[config.mk]
export PLATFORM = sky130hd
export DESIGN_NAME = edge_signal_generator
export DESIGN_NICKNAME = d
export VERILOG_FILES = /design/src/rtl/edge_pkg.sv /design/src/rtl/sat_req_counter.sv /design/src/rtl/edge_signal_generator.sv
export SDC_FILE = /design/constraint.sdc
export NUM_CORES = 1
export LEC_CHECK = 0
export CAP_MARGIN = 0
export CORE_UTILIZATION = 55
export CTS_BUF_LIST = sky130_fd_sc_hd__clkbuf_8
export CTS_CLUSTER_SIZE = 40
export DETAILED_ROUTE_END_ITERATION = 7
export GPL_TIMING_DRIVEN = 0
export PLACE_DENSITY = 0.8
export SETUP_SLACK_MARGIN = 0.2
export SYNTH_ARGS = -nofsm -noshare
export SYNTH_HDL_FRONTEND = slang
export SYNTH_SLANG_ARGS = --single-unit
[constraint.sdc]
create_clock -name clk_i -period 2.85 [get_ports clk_i]
set_clock_uncertainty 0.2 [all_clocks]
set_input_delay 0.57 -clock clk_i [delete_from_list [all_inputs] [get_ports clk_i]]
set_output_delay 0.57 -clock clk_i [all_outputs]
set_load 0.01 [all_outputs]
[src/rtl/edge_pkg.sv]
// rtl/edge_pkg.sv - shared state encoding, hold-counter width and pending-limit helper
package edge_pkg;

    typedef enum logic {
        IDLE = 1'b0,
        HOLD = 1'b1
    } state_e;

    localparam int HOLD_W = 8;

    function automatic int pmax(input int width);
        return (1 << width) - 1;
    endfunction

endpackage

[src/rtl/sat_req_counter.sv]
// rtl/sat_req_counter.sv - saturating up/down counter for buffered edge requests
module sat_req_counter
    import edge_pkg::*;
#(
    parameter int CNT_W = 3
) (
    input  logic             clk_i,
    input  logic             rst_i,
    input  logic             inc_i,
    input  logic             dec_i,
    output logic [CNT_W-1:0] count_o,
    output logic             full_o,
    output logic             drop_o
);

    localparam logic [CNT_W-1:0] CNT_MAX = CNT_W'(pmax(CNT_W));

    logic [CNT_W-1:0] count_q;
    logic [CNT_W-1:0] count_d;

    assign count_o = count_q;
    assign full_o  = (count_q == CNT_MAX);
    // An inc paired with a dec is a pass-through, so it can never overflow.
    assign drop_o  = inc_i & ~dec_i & full_o;

    always_comb begin
        count_d = count_q;
        if (inc_i && !dec_i && !full_o) begin
            count_d = count_q + CNT_W'(1);
        end else if (dec_i && !inc_i && (count_q != '0)) begin
            count_d = count_q - CNT_W'(1);
        end
    end

    always_ff @(posedge clk_i or negedge rst_i) begin
        if (!rst_i) begin
            count_q <= '0;
        end else begin
            count_q <= count_d;
        end
    end

endmodule

[src/rtl/edge_signal_generator.sv]
// rtl/edge_signal_generator.sv - turns edge-request ticks into a level with a minimum hold
// between toggles; requests arriving during a hold are buffered and issued later.
module edge_signal_generator
    import edge_pkg::*;
#(
    parameter int MIN_HOLD = 4,
    parameter int CNT_W    = 3
) (
    input  logic             clk_i,
    input  logic             rst_i,
    input  logic             tick_i,
    input  logic             ovf_clr_i,
    output logic             signal_o,
    output logic             edge_done_o,
    output logic             busy_o,
    output logic [CNT_W-1:0] pending_o,
    output logic             overflow_o
);

    localparam logic [HOLD_W-1:0] HOLD_LOAD = HOLD_W'(MIN_HOLD);
    localparam logic [HOLD_W-1:0] HOLD_ONE  = HOLD_W'(1);

    state_e             state_q,     state_d;
    logic [HOLD_W-1:0]  hold_cnt_q,  hold_cnt_d;
    logic               signal_q,    signal_d;
    logic               edge_done_q, edge_done_d;
    logic               overflow_q,  overflow_d;

    logic               cnt_inc;
    logic               cnt_dec;
    logic               cnt_full;
    logic               cnt_drop;
    logic [CNT_W-1:0]   pending;

    sat_req_counter #(
        .CNT_W (CNT_W)
    ) u_pending (
        .clk_i   (clk_i),
        .rst_i   (rst_i),
        .inc_i   (cnt_inc),
        .dec_i   (cnt_dec),
        .count_o (pending),
        .full_o  (cnt_full),
        .drop_o  (cnt_drop)
    );

    always_comb begin
        state_d     = state_q;
        hold_cnt_d  = hold_cnt_q;
        signal_d    = signal_q;
        edge_done_d = 1'b0;
        cnt_inc     = 1'b0;
        cnt_dec     = 1'b0;

        case (state_q)
            IDLE: begin
                if (tick_i) begin
                    signal_d    = ~signal_q;
                    edge_done_d = 1'b1;
                    hold_cnt_d  = HOLD_LOAD;
                    state_d     = HOLD;
                end
            end
            HOLD: begin
                if (hold_cnt_q > HOLD_ONE) begin
                    hold_cnt_d = hold_cnt_q - HOLD_ONE;
                    cnt_inc    = tick_i;
                end else if (tick_i || (pending != '0)) begin
                    // Last hold cycle: a same-cycle tick is issued straight away
                    // (inc+dec cancel), otherwise one buffered request is consumed.
                    signal_d    = ~signal_q;
                    edge_done_d = 1'b1;
                    hold_cnt_d  = HOLD_LOAD;
                    cnt_inc     = tick_i;
                    cnt_dec     = 1'b1;
                end else begin
                    hold_cnt_d = '0;
                    state_d    = IDLE;
                end
            end
            default: begin
                state_d = IDLE;
            end
        endcase

        if (cnt_drop) begin
            overflow_d = 1'b1;
        end else if (ovf_clr_i) begin
            overflow_d = 1'b0;
        end else begin
            overflow_d = overflow_q;
        end
    end

    always_ff @(posedge clk_i or negedge rst_i) begin
        if (!rst_i) begin
            state_q     <= IDLE;
            hold_cnt_q  <= '0;
            signal_q    <= 1'b0;
            edge_done_q <= 1'b0;
            overflow_q  <= 1'b0;
        end else begin
            state_q     <= state_d;
            hold_cnt_q  <= hold_cnt_d;
            signal_q    <= signal_d;
            edge_done_q <= edge_done_d;
            overflow_q  <= overflow_d;
        end
    end

    assign signal_o    = signal_q;
    assign edge_done_o = edge_done_q;
    assign busy_o      = (state_q == HOLD);
    assign pending_o   = pending;
    assign overflow_o  = overflow_q;

endmodule

==> PnR_summary.wiki <==
{| class="wikitable"
! Metric !! Value
|-
| Number of pins with negative max-slew slack in the final report || 0
|-
| Clock latency at the later pin of the worst-skew pair || 0.24 ns
|-
| Number of distinct library cells after synthesis || 37
|-
| Number of antenna diodes || 0
|-
| Instance count of the mapped netlist || 74
|-
| #FFs+latches synth || 15
|-
| Required time reported for the critical path endpoint || 2.78 ns
|-
| Per-cell routed wire length || 14.9 um
|-
| Max-slew headroom || 56.8%
|-
| CP Max Fanout || 6
|-
| H-tree Lvls || 1
|-
| Count of input and output buffers || 10
|-
| Clock tree root driver cell || sky130_fd_sc_hd__clkbuf_8
|-
| Clock network fraction of total power || 16.3%
|-
| Clock net sink count || 15
|-
| Total instance count after detailed placement || 99
|-
| Final cell count without fillers || 103
|-
| I/O pin total || 11
|-
| Final weighted congestion in routability-driven placement || 0.744
|-
| Syn Nets || 81
|-
| Biggest area consumer among synthesized cells || sky130_fd_sc_hd__dfrtp_1
|-
| Chip height || 40.0 um
|-
| Share of post-route cells with drive strength above 1 || 15.9%
|-
| Peak Freq || 409 MHz
|-
| Met2 Resource Use GR || 35.9%
|-
| DR DRC count || 0
|-
| Kind of start point of the critical path || flip-flop
|-
| Share of synthesized flip-flops with an asynchronous set or reset || 100%
|-
| Via/cell ratio || 5.76
|-
| Slew at the pin closest to its max-slew limit || 0.646 ns
|-
| Number of inserted filler cells in the final layout || 91
|-
| Area fraction of the dominant cell type after synthesis || 47.3%
|-
| Synthesized cell area || 793 um2
|-
| Wire length of the first global-routing pass || 2.48 mm
|-
| Combined global-route utilization of all metal layers || 24.2%
|-
| Critical path class || flip-flop to flip-flop
|-
| Pin count of the biggest net entering global routing || 16
|-
| Initial Utilization || 60.2%
|-
| Arrival @ worst endpoint || 2.38 ns
|-
| Overall power after layout || 1.02 mW
|-
| Outcome || complete, no violations
|-
| Sum of overflow across all layers after global routing || 0
|-
| Post-synthesis area per instance || 10.7 um2
|-
| DIE WIDTH || 40.0 um
|-
| Design internal power || 0.638 mW
|-
| Total Negative Setup Slacks || 0 ns
|-
| CP Capture Type || flip-flop
|-
| Vias in the first global route || 539
|-
| Top cells by area, synth || sky130_fd_sc_hd__dfrtp_1 (47%), sky130_fd_sc_hd__a31oi_1 (3.2%), sky130_fd_sc_hd__ha_1 (3.2%)
|-
| Antenna Nets Post-Route || 0
|-
| Die area || 1600 um2
|-
| Setup repair after global routing missed its margin || no
|-
| Antenna violations before repair || 0
|-
| Total setup violations reported at the end of the flow || 0
|-
| Total number of vias || 593
|-
| Synthesis-to-finish area growth || 20.7%
|-
| DR iter-0 viols || 9
|-
| Number of buffers added by the clock tree synthesis step || 3
|-
| Max Buffers Root-to-Sink || 2
|-
| Top-count cell post-synth || sky130_fd_sc_hd__dfrtp_1
|-
| Post-cts resize count || 0
|-
| Shortest clock period the worst path allows after layout || 2.45 ns
|-
| Combinational fraction of design power || 42.0%
|-
| Proportion of power drawn by flip-flops and latches || 41.7%
|-
| Worst min path class || flip-flop to flip-flop
|-
| Maximum Capacitance Violations || 0
|-
| Pre-antenna DRT Iters || 4
|-
| Clock Pin Slew Worst Setup and Hold Paths || 0.06 ns
|-
| Core footprint || 1320 um2
|-
| Ratio of final minimum period to clock period || 85.9%
|-
| Post-CTS setup buffer count || 0
|-
| Wire length after detailed routing || 1.54 mm
|-
| Final-stage net count || 96
|-
| CTS tree || built
|-
| Switching Fraction || 37.5%
|-
| Row count || 13
|-
| Final Hold Fails || 0
|-
| Grt met3 use || 3.33%
|-
| VDD IR-drop max || 0.000694 V
|-
| Count of flip-flops with a built-in enable after synthesis || 0
|-
| Count of warnings emitted by yosys || 0
|-
| Most frequently used flop master after synthesis || sky130_fd_sc_hd__dfrtp_1
|-
| Most instantiated cells after synthesis || sky130_fd_sc_hd__dfrtp_1 (15), sky130_fd_sc_hd__inv_1 (6), sky130_fd_sc_hd__nand2_1 (5), sky130_fd_sc_hd__a31oi_1 (4), sky130_fd_sc_hd__nor2_1 (4)
|-
| Sequential element share of the synthesized area || 47.3%
|-
| # hold bufs at CTS || 0
|-
| Net switching power || 0.383 mW
|-
| Power density normalized to cell area || 1070 nW/um2
|-
| Peak-usage layer in the global routing report || met2
|-
| Static leakage || 0.429 nW
|-
| Met1 Resource Use GR || 34.0%
|}
## routing by layer
metal / part of all wire, % / vias up / routed length, um
met1: 52 / 277 / 797
li1: - / 300 / -
met5: 0 / - / 0
met3: 3.3 / 4 / 51
met4: 1.4 / 0 / 22
met2: 43 / 12 / 665
## worst paths after layout
kind,slack (ns),end,from,cells after the start
hold / removal,0.28,signal_o,signal_o,1
max in group asynchronous,1.51,hold_cnt_q[0],rst_i,1
setup / recovery,0.40,u_pending.count_o[1],hold_cnt_q[0],7
setup reg to reg,0.40,u_pending.count_o[1],hold_cnt_q[0],7
hold reg to reg,0.28,signal_o,signal_o,1
min in group asynchronous,0.52,signal_o,rst_i,1
## placed cells by master, fill, tap and decap left out, types with 2 or more instances in the layout
| cell | Yosys | routed |
|---|---|---|
| sky130_fd_sc_hd__inv_1 | 6 | 7 |
| sky130_fd_sc_hd__nor2_1 | 4 | 4 |
| sky130_fd_sc_hd__a31oi_1 | 4 | 4 |
| sky130_fd_sc_hd__o21ai_1 | 3 | 3 |
| sky130_fd_sc_hd__nand2_1 | 5 | 5 |
| sky130_fd_sc_hd__ha_1 | 2 | 2 |
| sky130_fd_sc_hd__nand3_1 | 2 | 2 |
| sky130_fd_sc_hd__nor3_1 | 2 | 2 |
| sky130_fd_sc_hd__nor2_2 | 2 | 2 |
| sky130_fd_sc_hd__clkbuf_8 | 0 | 3 |
| sky130_fd_sc_hd__nor4_1 | 2 | 2 |
| sky130_fd_sc_hd__dfrtp_1 | 15 | 15 |
| sky130_fd_sc_hd__clkdlybuf4s50_1 | 0 | 10 |
| sky130_fd_sc_hd__xnor2_1 | 2 | 2 |
## flip-flops by register name (all words and copies together) (netlist names)
name,count
u_pending.count_o,3
signal_o,1
edge_done_o,1
busy_o,1
overflow_o,1
hold_cnt_q,8
## power by group through the flow
stage	clock [mW]	sequential, mW	combinational [mW]
after floorplan	0	0.423	0.281
after global placement	0	0.420	0.412
after detailed placement	0	0.426	0.424
after CTS	0.172	0.425	0.429
after global routing	0.180	0.443	0.474
final	0.166	0.426	0.429
## critical path, cell delays in order, from the launching register on
cell and delay, ns:
sky130_fd_sc_hd__dfrtp_1 0.42, sky130_fd_sc_hd__inv_1 0.08, sky130_fd_sc_hd__ha_1 0.28, sky130_fd_sc_hd__o211ai_2 0.30
sky130_fd_sc_hd__and4_4 0.29, sky130_fd_sc_hd__inv_1 0.05, sky130_fd_sc_hd__fa_1 0.43, sky130_fd_sc_hd__mux2_4 0.27
## final cells by class
type                       count  area (um2)  share of cell area [%]
timing repair buffer          10         100                    10.5
tap                           15        18.8                    1.96
buffer                         2        15.0                    1.57
clock buffer                   3        41.3                    4.31
clock inverter                 1        3.75                   0.392
inverter                       6        22.5                    2.35
sequential                    15         375                    39.2
multi-input combinational     51         380                    39.7
## stage by stage
step	setup WS, ns	util [%]	cell area [um2]	hold WS (ns)
finish	0.403	72.6	957	0.275
global route	0.246	72.6	957	0.292
CTS	0.392	72.6	957	0.272
detailed placement	0.348	69.2	912	0.264
global placement	0.368	69.2	912	0.256
floorplan	0.569	-	793	0.0744
## logic make-up (layout without fill, tap and decap cells)
group | after synthesis | count (layout) | synth area share (%)
flops | 15 | 15 | 47.3
buf+inv | 8 | 22 | 4.73
compound gates | 19 | 19 | 18.1
simple gates | 24 | 24 | 17.7
xor+xnor | 3 | 3 | 3.31
fa+ha+maj | 3 | 3 | 5.68
mux | 2 | 2 | 3.15
No activity file was read; power rests on OpenSTA's default activity.
